### src/rtl/sensor_conditioner_if.sv
// Signal bundle between the raw sensor front-end and the sensor_conditioner.
//   Raw*      : asynchronous raw sensor / enable switch levels (into conditioner)
//   Sen*      : debounced sensor levels (out of conditioner)
//   Control   : display enable for the segment cells, 1 = display active
//   Changed   : one-cycle pulse when a debounced sensor toggles while running
//   fsm_state : debug view of the enable sequencer (0 = IDLE, 1 = ARM, 2 = RUN)
// There is no valid/ready handshake here: every signal is a plain level that
// is meaningful on every cycle; Changed is the only event-style signal.
interface sensor_conditioner_if;
  logic       RawF;
  logic       RawD;
  logic       RawE;
  logic       RawA;
  logic       RawEnable;
  logic       SenF;
  logic       SenD;
  logic       SenE;
  logic       SenA;
  logic       Control;
  logic       Changed;
  logic [1:0] fsm_state;

  // Sensor side: drives the raw levels, observes the conditioned outputs.
  modport master (
    output RawF, RawD, RawE, RawA, RawEnable,
    input  SenF, SenD, SenE, SenA, Control, Changed, fsm_state
  );

  // Conditioner side.
  modport slave (
    input  RawF, RawD, RawE, RawA, RawEnable,
    output SenF, SenD, SenE, SenA, Control, Changed, fsm_state
  );
endinterface

### src/rtl/sensor_conditioner.sv
// Sensor conditioner for the vacuum-robot seven-segment display.
// Synchronises and debounces four sensor lines plus the operator enable
// switch, then sequences the display enable (Control) through IDLE/ARM/RUN
// so the display stays blank until the debounced inputs have settled.
// Ports:
//   Clock   : system clock, all state on the rising edge
//   Reset_n : asynchronous active-low reset
//   bus     : sensor_conditioner_if.slave (raw inputs, Sen*/Control/Changed
//             outputs, fsm_state debug view)
// Every output is a flop, so there is no combinational input-to-output path.
module sensor_conditioner #(
  parameter int DEBOUNCE_CYCLES = 1000,
  parameter int CNT_W           = 10
) (
  input  logic                 Clock,
  input  logic                 Reset_n,
  sensor_conditioner_if.slave  bus
);

  localparam int NCH = 5;
  localparam logic [CNT_W-1:0] LAST = CNT_W'(DEBOUNCE_CYCLES - 1);
  // Channel order: 0 = F, 1 = D, 2 = E, 3 = A, 4 = Enable.
  localparam int EN = 4;

  typedef enum logic [1:0] {
    IDLE = 2'd0,
    ARM  = 2'd1,
    RUN  = 2'd2
  } state_t;

  logic [NCH-1:0]   raw;
  logic [NCH-1:0]   sync1;
  logic [NCH-1:0]   sync2;
  logic [NCH-1:0]   stable;
  logic [NCH-1:0]   stable_next;
  logic [CNT_W-1:0] cnt      [NCH];
  logic [CNT_W-1:0] cnt_next [NCH];

  state_t           state;
  logic [CNT_W-1:0] settle;
  logic             control;
  logic             changed;

  assign raw = {bus.RawEnable, bus.RawA, bus.RawE, bus.RawD, bus.RawF};

  // Debounce: the stable value follows sync only after sync has disagreed
  // with it on DEBOUNCE_CYCLES consecutive edges; any agreement restarts.
  always_comb begin
    for (int i = 0; i < NCH; i++) begin
      stable_next[i] = stable[i];
      cnt_next[i]    = '0;
      if (sync2[i] != stable[i]) begin
        if (cnt[i] == LAST) begin
          stable_next[i] = sync2[i];
        end else begin
          cnt_next[i] = cnt[i] + CNT_W'(1);
        end
      end
    end
  end

  always_ff @(posedge Clock or negedge Reset_n) begin
    if (!Reset_n) begin
      sync1  <= '0;
      sync2  <= '0;
      stable <= '0;
      for (int i = 0; i < NCH; i++) begin
        cnt[i] <= '0;
      end
    end else begin
      sync1  <= raw;
      sync2  <= sync1;
      stable <= stable_next;
      for (int i = 0; i < NCH; i++) begin
        cnt[i] <= cnt_next[i];
      end
    end
  end

  // Enable sequencer. It acts on the registered debounced enable, so ARM
  // lasts DEBOUNCE_CYCLES cycles before Control rises. Control and Changed
  // are registered alongside the state.
  always_ff @(posedge Clock or negedge Reset_n) begin
    if (!Reset_n) begin
      state   <= IDLE;
      settle  <= '0;
      control <= 1'b0;
      changed <= 1'b0;
    end else begin
      // Sensor toggles are reported only when the edge that made them was
      // taken in RUN; the RUN-entry edge itself was taken in ARM.
      changed <= (state == RUN) && (stable_next[3:0] != stable[3:0]);
      case (state)
        IDLE: begin
          settle  <= '0;
          control <= 1'b0;
          if (stable[EN]) begin
            state <= ARM;
          end
        end
        ARM: begin
          if (!stable[EN]) begin
            state  <= IDLE;
            settle <= '0;
          end else if (settle == LAST) begin
            state   <= RUN;
            settle  <= '0;
            control <= 1'b1;
          end else begin
            settle <= settle + CNT_W'(1);
          end
        end
        RUN: begin
          if (!stable[EN]) begin
            state   <= IDLE;
            control <= 1'b0;
          end
        end
        default: begin
          state   <= IDLE;
          settle  <= '0;
          control <= 1'b0;
        end
      endcase
    end
  end

  assign bus.SenF      = stable[0];
  assign bus.SenD      = stable[1];
  assign bus.SenE      = stable[2];
  assign bus.SenA      = stable[3];
  assign bus.Control   = control;
  assign bus.Changed   = changed;
  assign bus.fsm_state = state;

endmodule
### src/flat_wrapper.sv
// flat-port wrapper written by rule: the top's interface ports become plain ports
module sensor_conditioner_flat 
#(
  parameter int DEBOUNCE_CYCLES = 1000,
  parameter int CNT_W           = 10
)
  (Clock, Reset_n, bus_RawF, bus_RawD, bus_RawE, bus_RawA, bus_RawEnable, bus_SenF, bus_SenD, bus_SenE, bus_SenA, bus_Control, bus_Changed, bus_fsm_state);
  sensor_conditioner_if bus_i ();
  input  logic Clock;
  input  logic Reset_n;
  input wire logic [$bits(bus_i.RawF)-1:0] bus_RawF;
  input wire logic [$bits(bus_i.RawD)-1:0] bus_RawD;
  input wire logic [$bits(bus_i.RawE)-1:0] bus_RawE;
  input wire logic [$bits(bus_i.RawA)-1:0] bus_RawA;
  input wire logic [$bits(bus_i.RawEnable)-1:0] bus_RawEnable;
  output wire logic [$bits(bus_i.SenF)-1:0] bus_SenF;
  output wire logic [$bits(bus_i.SenD)-1:0] bus_SenD;
  output wire logic [$bits(bus_i.SenE)-1:0] bus_SenE;
  output wire logic [$bits(bus_i.SenA)-1:0] bus_SenA;
  output wire logic [$bits(bus_i.Control)-1:0] bus_Control;
  output wire logic [$bits(bus_i.Changed)-1:0] bus_Changed;
  output wire logic [$bits(bus_i.fsm_state)-1:0] bus_fsm_state;
  assign bus_i.RawF = bus_RawF;
  assign bus_i.RawD = bus_RawD;
  assign bus_i.RawE = bus_RawE;
  assign bus_i.RawA = bus_RawA;
  assign bus_i.RawEnable = bus_RawEnable;
  assign bus_SenF = bus_i.SenF;
  assign bus_SenD = bus_i.SenD;
  assign bus_SenE = bus_i.SenE;
  assign bus_SenA = bus_i.SenA;
  assign bus_Control = bus_i.Control;
  assign bus_Changed = bus_i.Changed;
  assign bus_fsm_state = bus_i.fsm_state;
  sensor_conditioner #(.DEBOUNCE_CYCLES(DEBOUNCE_CYCLES), .CNT_W(CNT_W)) u_core (.Clock(Clock), .Reset_n(Reset_n), .bus(bus_i));
endmodule
### config.mk
export PLATFORM = sky130hd
export DESIGN_NAME = sensor_conditioner_flat
export DESIGN_NICKNAME = d
export VERILOG_FILES = /design/src/rtl/sensor_conditioner_if.sv /design/src/rtl/sensor_conditioner.sv /design/src/flat_wrapper.sv
export SDC_FILE = /design/constraint.sdc
export NUM_CORES = 1
export LEC_CHECK = 0
export CORE_UTILIZATION = 45
export DETAILED_ROUTE_END_ITERATION = 6
export GPL_TIMING_DRIVEN = 0
export SETUP_SLACK_MARGIN = 0.05
export SKIP_CTS_REPAIR_TIMING = 1
export SLEW_MARGIN = 20
export SYNTH_ARGS = -nofsm -noshare
export SYNTH_HDL_FRONTEND = slang
export SYNTH_SLANG_ARGS = --single-unit
### constraint.sdc
create_clock -name Clock -period 5.02 [get_ports Clock]
set_clock_uncertainty 0.15 [all_clocks]
set_input_delay 1.004 -clock Clock [delete_from_list [all_inputs] [get_ports Clock]]
set_output_delay 1.004 -clock Clock [all_outputs]
set_load 0.01 [all_outputs]
# Word-level counts from Yosys, hierarchy flattened
# Cells that the tools add are included.
[op_classes]
n_addsub = 6
n_mul = 0
div_mod_pow = 0
n_lt_le_gt_ge = 0
n_eq_ne = 19
n_shift = 0
muxes = 30
n_bitwise = 0
reduce_logical = 5
[op_table]
columns = ["op", "count"]
rows = [
  ["$mux W10", 12],
  ["$add A10 B1 Y10 const B", 6],
  ["$eq A10 B10 Y1 const B", 6],
  ["$pmux W10 S2", 1],
  ["$mux W1", 11],
  ["$mux W2", 4],
  ["$ne A2 B1 Y1 const B", 3],
  ["$pmux W2 S3", 1],
  ["$reduce_and A3 Y1", 2],
  ["$ne A1 B1 Y1", 5],
  ["$ne A4 B4 Y1", 1],
  ["$ne A3 B3 Y1 const B", 1],
  ["$eq A2 B1 Y1 const B", 1],
  ["$eq A2 B2 Y1 const B", 1],
  ["$logic_not A2 Y1", 1],
  ["$ne A2 B2 Y1 const B", 1],
  ["$pmux W1 S2", 1],
  ["$reduce_and A2 Y1", 1],
  ["$logic_and A1 B1 Y1", 1],
]
[totals]
register_bits = 79
latchBits = 0
ramBits = 0
romBits = 0
in_bits = 7
elab_cells = 73
mem_count = 0

# Longest topological paths before layout
[logic_depth]
word_depth = 5
mapped_depth = 6
depth_no_buf = 5

# Worst setup path before layout
# Ideal clock, no wire load.
[synth_timing]
kind = "reg2reg"
start = "register u_core.cnt[43] (netlist name)"
end = "register u_core.stable[0]"
arrival_time_ns = 1.392
t_required_ns = 4.745
slack_ns = 3.353
stages_incl_launch_ff = 4
path_buffers = 0
cell_sequence = "dfrtp_1 -> or3b_2 -> nor3_1 -> mux2_2"
[synth_between]
elab_chain_len = 3
[synth_lines]
columns = ["element", "line", "source"]
rows = [
  ["start, declared", "sensor_conditioner.sv:36", "logic [CNT_W-1:0] cnt [NCH];"],
  ["start signal, assigned by index", "sensor_conditioner.sv:75", "cnt[i] <= cnt_next[i];"],
  ["$eq A10 B10 Y1", "sensor_conditioner.sv:53", "if (cnt[i] == LAST) begin"],
  ["$mux W1", "sensor_conditioner.sv:53", ""],
  ["$mux W1", "sensor_conditioner.sv:52", "if (sync2[i] != stable[i]) begin"],
  ["net u_core.stable_next[0]", "sensor_conditioner.sv:35", "logic [NCH-1:0] stable_next;"],
  ["end signal, assigned", "sensor_conditioner.sv:73", "stable <= stable_next;"],
  ["end, declared", "sensor_conditioner.sv:34", "logic [NCH-1:0] stable;"],
]
# The timed path passes the listed nets, and every way through them passes these cells.
# A chain may end at the register's enable or synchronous reset.

# Worst setup path in the final report
[layout_timing]
start = "register u_core.state[1] (netlist: u_core.bus.fsm_state[1])"
end = "output bus_fsm_state[1]"
[layout_rtl]
columns = ["element", "line", "source"]
rows = [
  ["start, declared", "sensor_conditioner.sv:39", "state_t state;"],
  ["start signal, assigned", "sensor_conditioner.sv:85", "state <= IDLE;"],
  ["start signal, assigned", "sensor_conditioner.sv:98", "state <= ARM;"],
  ["start signal, assigned", "sensor_conditioner.sv:103", "state <= IDLE;"],
  ["end, declared", "flat_wrapper.sv:22", "output wire logic [$bits(bus_i.fsm_state)-1:0] bus_fsm_state;"],
]
# No word-level cell between the ends.

==> qor.yml <==
ys_ff_latch: 79
chipWidth_um: 90.4
cp_num_buf_inv: 1
pwr-share-seq_pct: 53.7
relSlewSlack_pct: 68.3
rsz0062_at_grt: "false"
grt.total_usage_pct: 15.8
fin_cells: 461
fill_cells: 670
num_vias: 2275
first_iter_violations: 92
netlist_instances: 331
critPathTopFamily: "buffers and inverters"
place_ws_ns: 2.93
period_share_pct: 49.1
grt_remaining_overflow: 0
finalWorstPathRequiredPeriod_ns: 2.47
crit_path_end_kind: "primary output"
rows: 31
gp_congestion: 0.771
dp_hpwl_mm: 3.73
wl_per_cell_um: 12.1
slew_violations: 0
power.switching_uw: 253
fin_ws_ns: 2.55
holdWs_ns: 0.194
setup_violations: 0
clock_power_share_pct: 42.4
cts.sinks: 79
path_class: "flop to primary output"
die_area_um2: 8170
worstPathMaxFanout: 5
grt_pass1_vias: 2250
post_dp_cell_area_um2: 3800
routed_wl_mm: 5.58
p_leak_uw: 0.00167
path_cells: "clkdlybuf4s50_1"
avgSynthCellArea_um2: 10.6
fmax_mhz: 406
core_region_area_um2: 7410
required_ns: 3.87
drc: 0
cts_root_buf: "clkbuf_8"
die_h_um: 90.4
cts_htree_levels: 3
ys_seq_area_share_pct: 56.2
power_uw: 1230
p_int_uw: 976
cp.arrival_ns: 1.31
diodes: 0
maxCapViolCount: 0
cts_tree: "yes"
ios: 15
seq_area_um2: 1980
clk_latency_ns: 0.34
ir_worst_vdd_mv: 0.150
antenna_found_initial: 0
grt_pass1_wl_mm: 10.2
power.combinational.fraction_pct: 3.9
clk_path_buf_depth: 2
grt_max_degree: 57
hold_viol_final: 0
final_nets: 370
synthDistinctLibCells: 35
multi_input_area_um2: 1480
drive_above_1_share_pct: 9.12
status: "completed"
final_cell_area_um2: 4030
hp-class: "flop to flop"
io_buffers: 14
powerDensity_nw_per_um2: 305
start_kind: "flop"
clk_pin_slew_ns: 0.08
yosys_warnings: 0
synthesis.area_um2: 3510
cts_made_buffers: 9
syn-num-nets: 344
drtAntennaViolNets: 0
max_slew.worst_pin.slew_ns: 0.471
area_growth_syn_to_layout_pct: 14.6
start_util_pct: 47.4
drt-pass1-iter-count: 4
cp_slowest_cell: "clkdlybuf4s50_1"
placed_cells: 445
via_per_inst: 4.93
cp_slowest_stage_delay_ns: 0.56
swShare_pct: 20.6
layout by cell type, fill, tap and decap left out, drive strengths merged, types with 2 or more instances in the layout:
cell type      netlist  layout
a21oi                3       3
and3                 6       6
buf                  2       4
bufinv               0       2
clkbuf               3      16
clkdlybuf4s50        0      13
dfrtp               79      79
ha                   6       6
inv                  8       8
mux2                 5       5
nand2               23      23
nand2b               4       4
nand3               18      18
nand4               10      10
nand4b               2       2
nor2                64      64
nor2b                3       3
nor3                14      14
nor4                10      10
or2                  4       4
or3b                 3       3
xnor2               35      35
xor2                18      18
area by class of cell:
type / count / area share, %
flip-flops and latches: 79 / 49.1
well taps: 99 / 3.08
repair buffers: 15 / 4.10
inverters: 8 / 0.746
clock inverters: 3 / 1.62
plain buffers: 5 / 0.652
multi-input cells: 239 / 36.8
clock buffers: 13 / 3.95
path summary, 6_finish.rpt:
check | start | endpoint | slack, ns | depth (start not counted)
setup / recovery | u_core.bus.fsm_state[1] | bus_fsm_state[1] | 2.55 | 1
hold / removal | u_core.sync1[0] | u_core.sync2[0] | 0.19 | 0
setup reg to reg | u_core.cnt[20] | u_core.cnt[27] | 3.13 | 6
hold reg to reg | u_core.sync1[0] | u_core.sync2[0] | 0.19 | 0
max in group asynchronous | Reset_n | u_core.cnt[33] | 3.74 | 2
min in group asynchronous | Reset_n | u_core.cnt[12] | 0.41 | 1
power groups by stage:
stage,Combinational [uW],Clock (uW),Sequential [uW]
2_1_floorplan,24.8,0,671
3_3_place_gp,46.8,0,673
3_5_place_dp,50.2,0,673
4_1_cts,50.1,548,660
5_1_grt,56.4,576,662
6_report,47.7,521,660
state kept, by name, summed over array words and instances (netlist names):
signal                count
u_core.cnt               50
u_core.sync1              5
u_core.sync2              5
u_core.settle            10
u_core.stable             5
u_core.bus.Changed        1
u_core.bus.fsm_state      2
u_core.bus.Control        1
per-layer routing:
layer / part of all wire [%] / vias up / GRT usage (%)
met2: 47 / 23 / 25.4
met1: 49 / 1087 / 19.8
met4: 1.1 / 0 / 6.18
li1: - / 1161 / -
met3: 2.8 / 4 / 5.05
met5: 0 / - / 0
stage by stage:
step                      TNS [ns]  utilization [%]
final                            0             54.4
after global routing             0             54.4
after CTS                        0             54.4
after detailed placement         0             51.3
after global placement      -0.379             51.0
after floorplan                  0                -
cells in the mapped netlist:
cell / number / area (um^2)
dfrtp_1: 79 / 1980
nor2_1: 64 / 240
xnor2_1: 35 / 307
nand2_1: 23 / 86.3
nand3_1: 18 / 90.1
xor2_1: 18 / 158
nor3_1: 14 / 70.1
nand4_1: 10 / 62.6
nor4_1: 9 / 56.3
inv_1: 8 / 30.0
ha_1: 6 / 75.1
and3_1: 5 / 31.3
mux2_2: 4 / 45.0
nand2b_1: 4 / 25.0
or2_2: 4 / 25.0
a21oi_1: 3 / 15.0
clkbuf_1: 3 / 11.3
nor2b_1: 3 / 18.8
or3b_2: 3 / 26.3
buf_4: 2 / 15.0
nand4b_1: 2 / 17.5
a22o_1: 1 / 8.76
and2_1: 1 / 6.26
and3_2: 1 / 7.51
and4_1: 1 / 8.76
mux2_4: 1 / 15.0
nand4bb_1: 1 / 11.3
nor3b_1: 1 / 7.51
nor4_4: 1 / 21.3
nor4b_1: 1 / 8.76
o21a_1: 1 / 7.51
o21ai_0: 1 / 5.00
o31ai_1: 1 / 7.51
or3_1: 1 / 6.26
or4_4: 1 / 11.3
kinds of logic after synthesis:
family | count (synthesis) | share of synthesized area (%)
AND/OR/NAND/NOR | 168 | 23.9
buffers and inverters | 13 | 1.60
AO/OA/AOI/OAI | 7 | 1.25
flip-flops | 79 | 56.2
adder cells (fa/ha/maj) | 6 | 2.14
multiplexers | 5 | 1.71
XOR/XNOR | 53 | 13.2
Power figures use the tool's default switching activity.
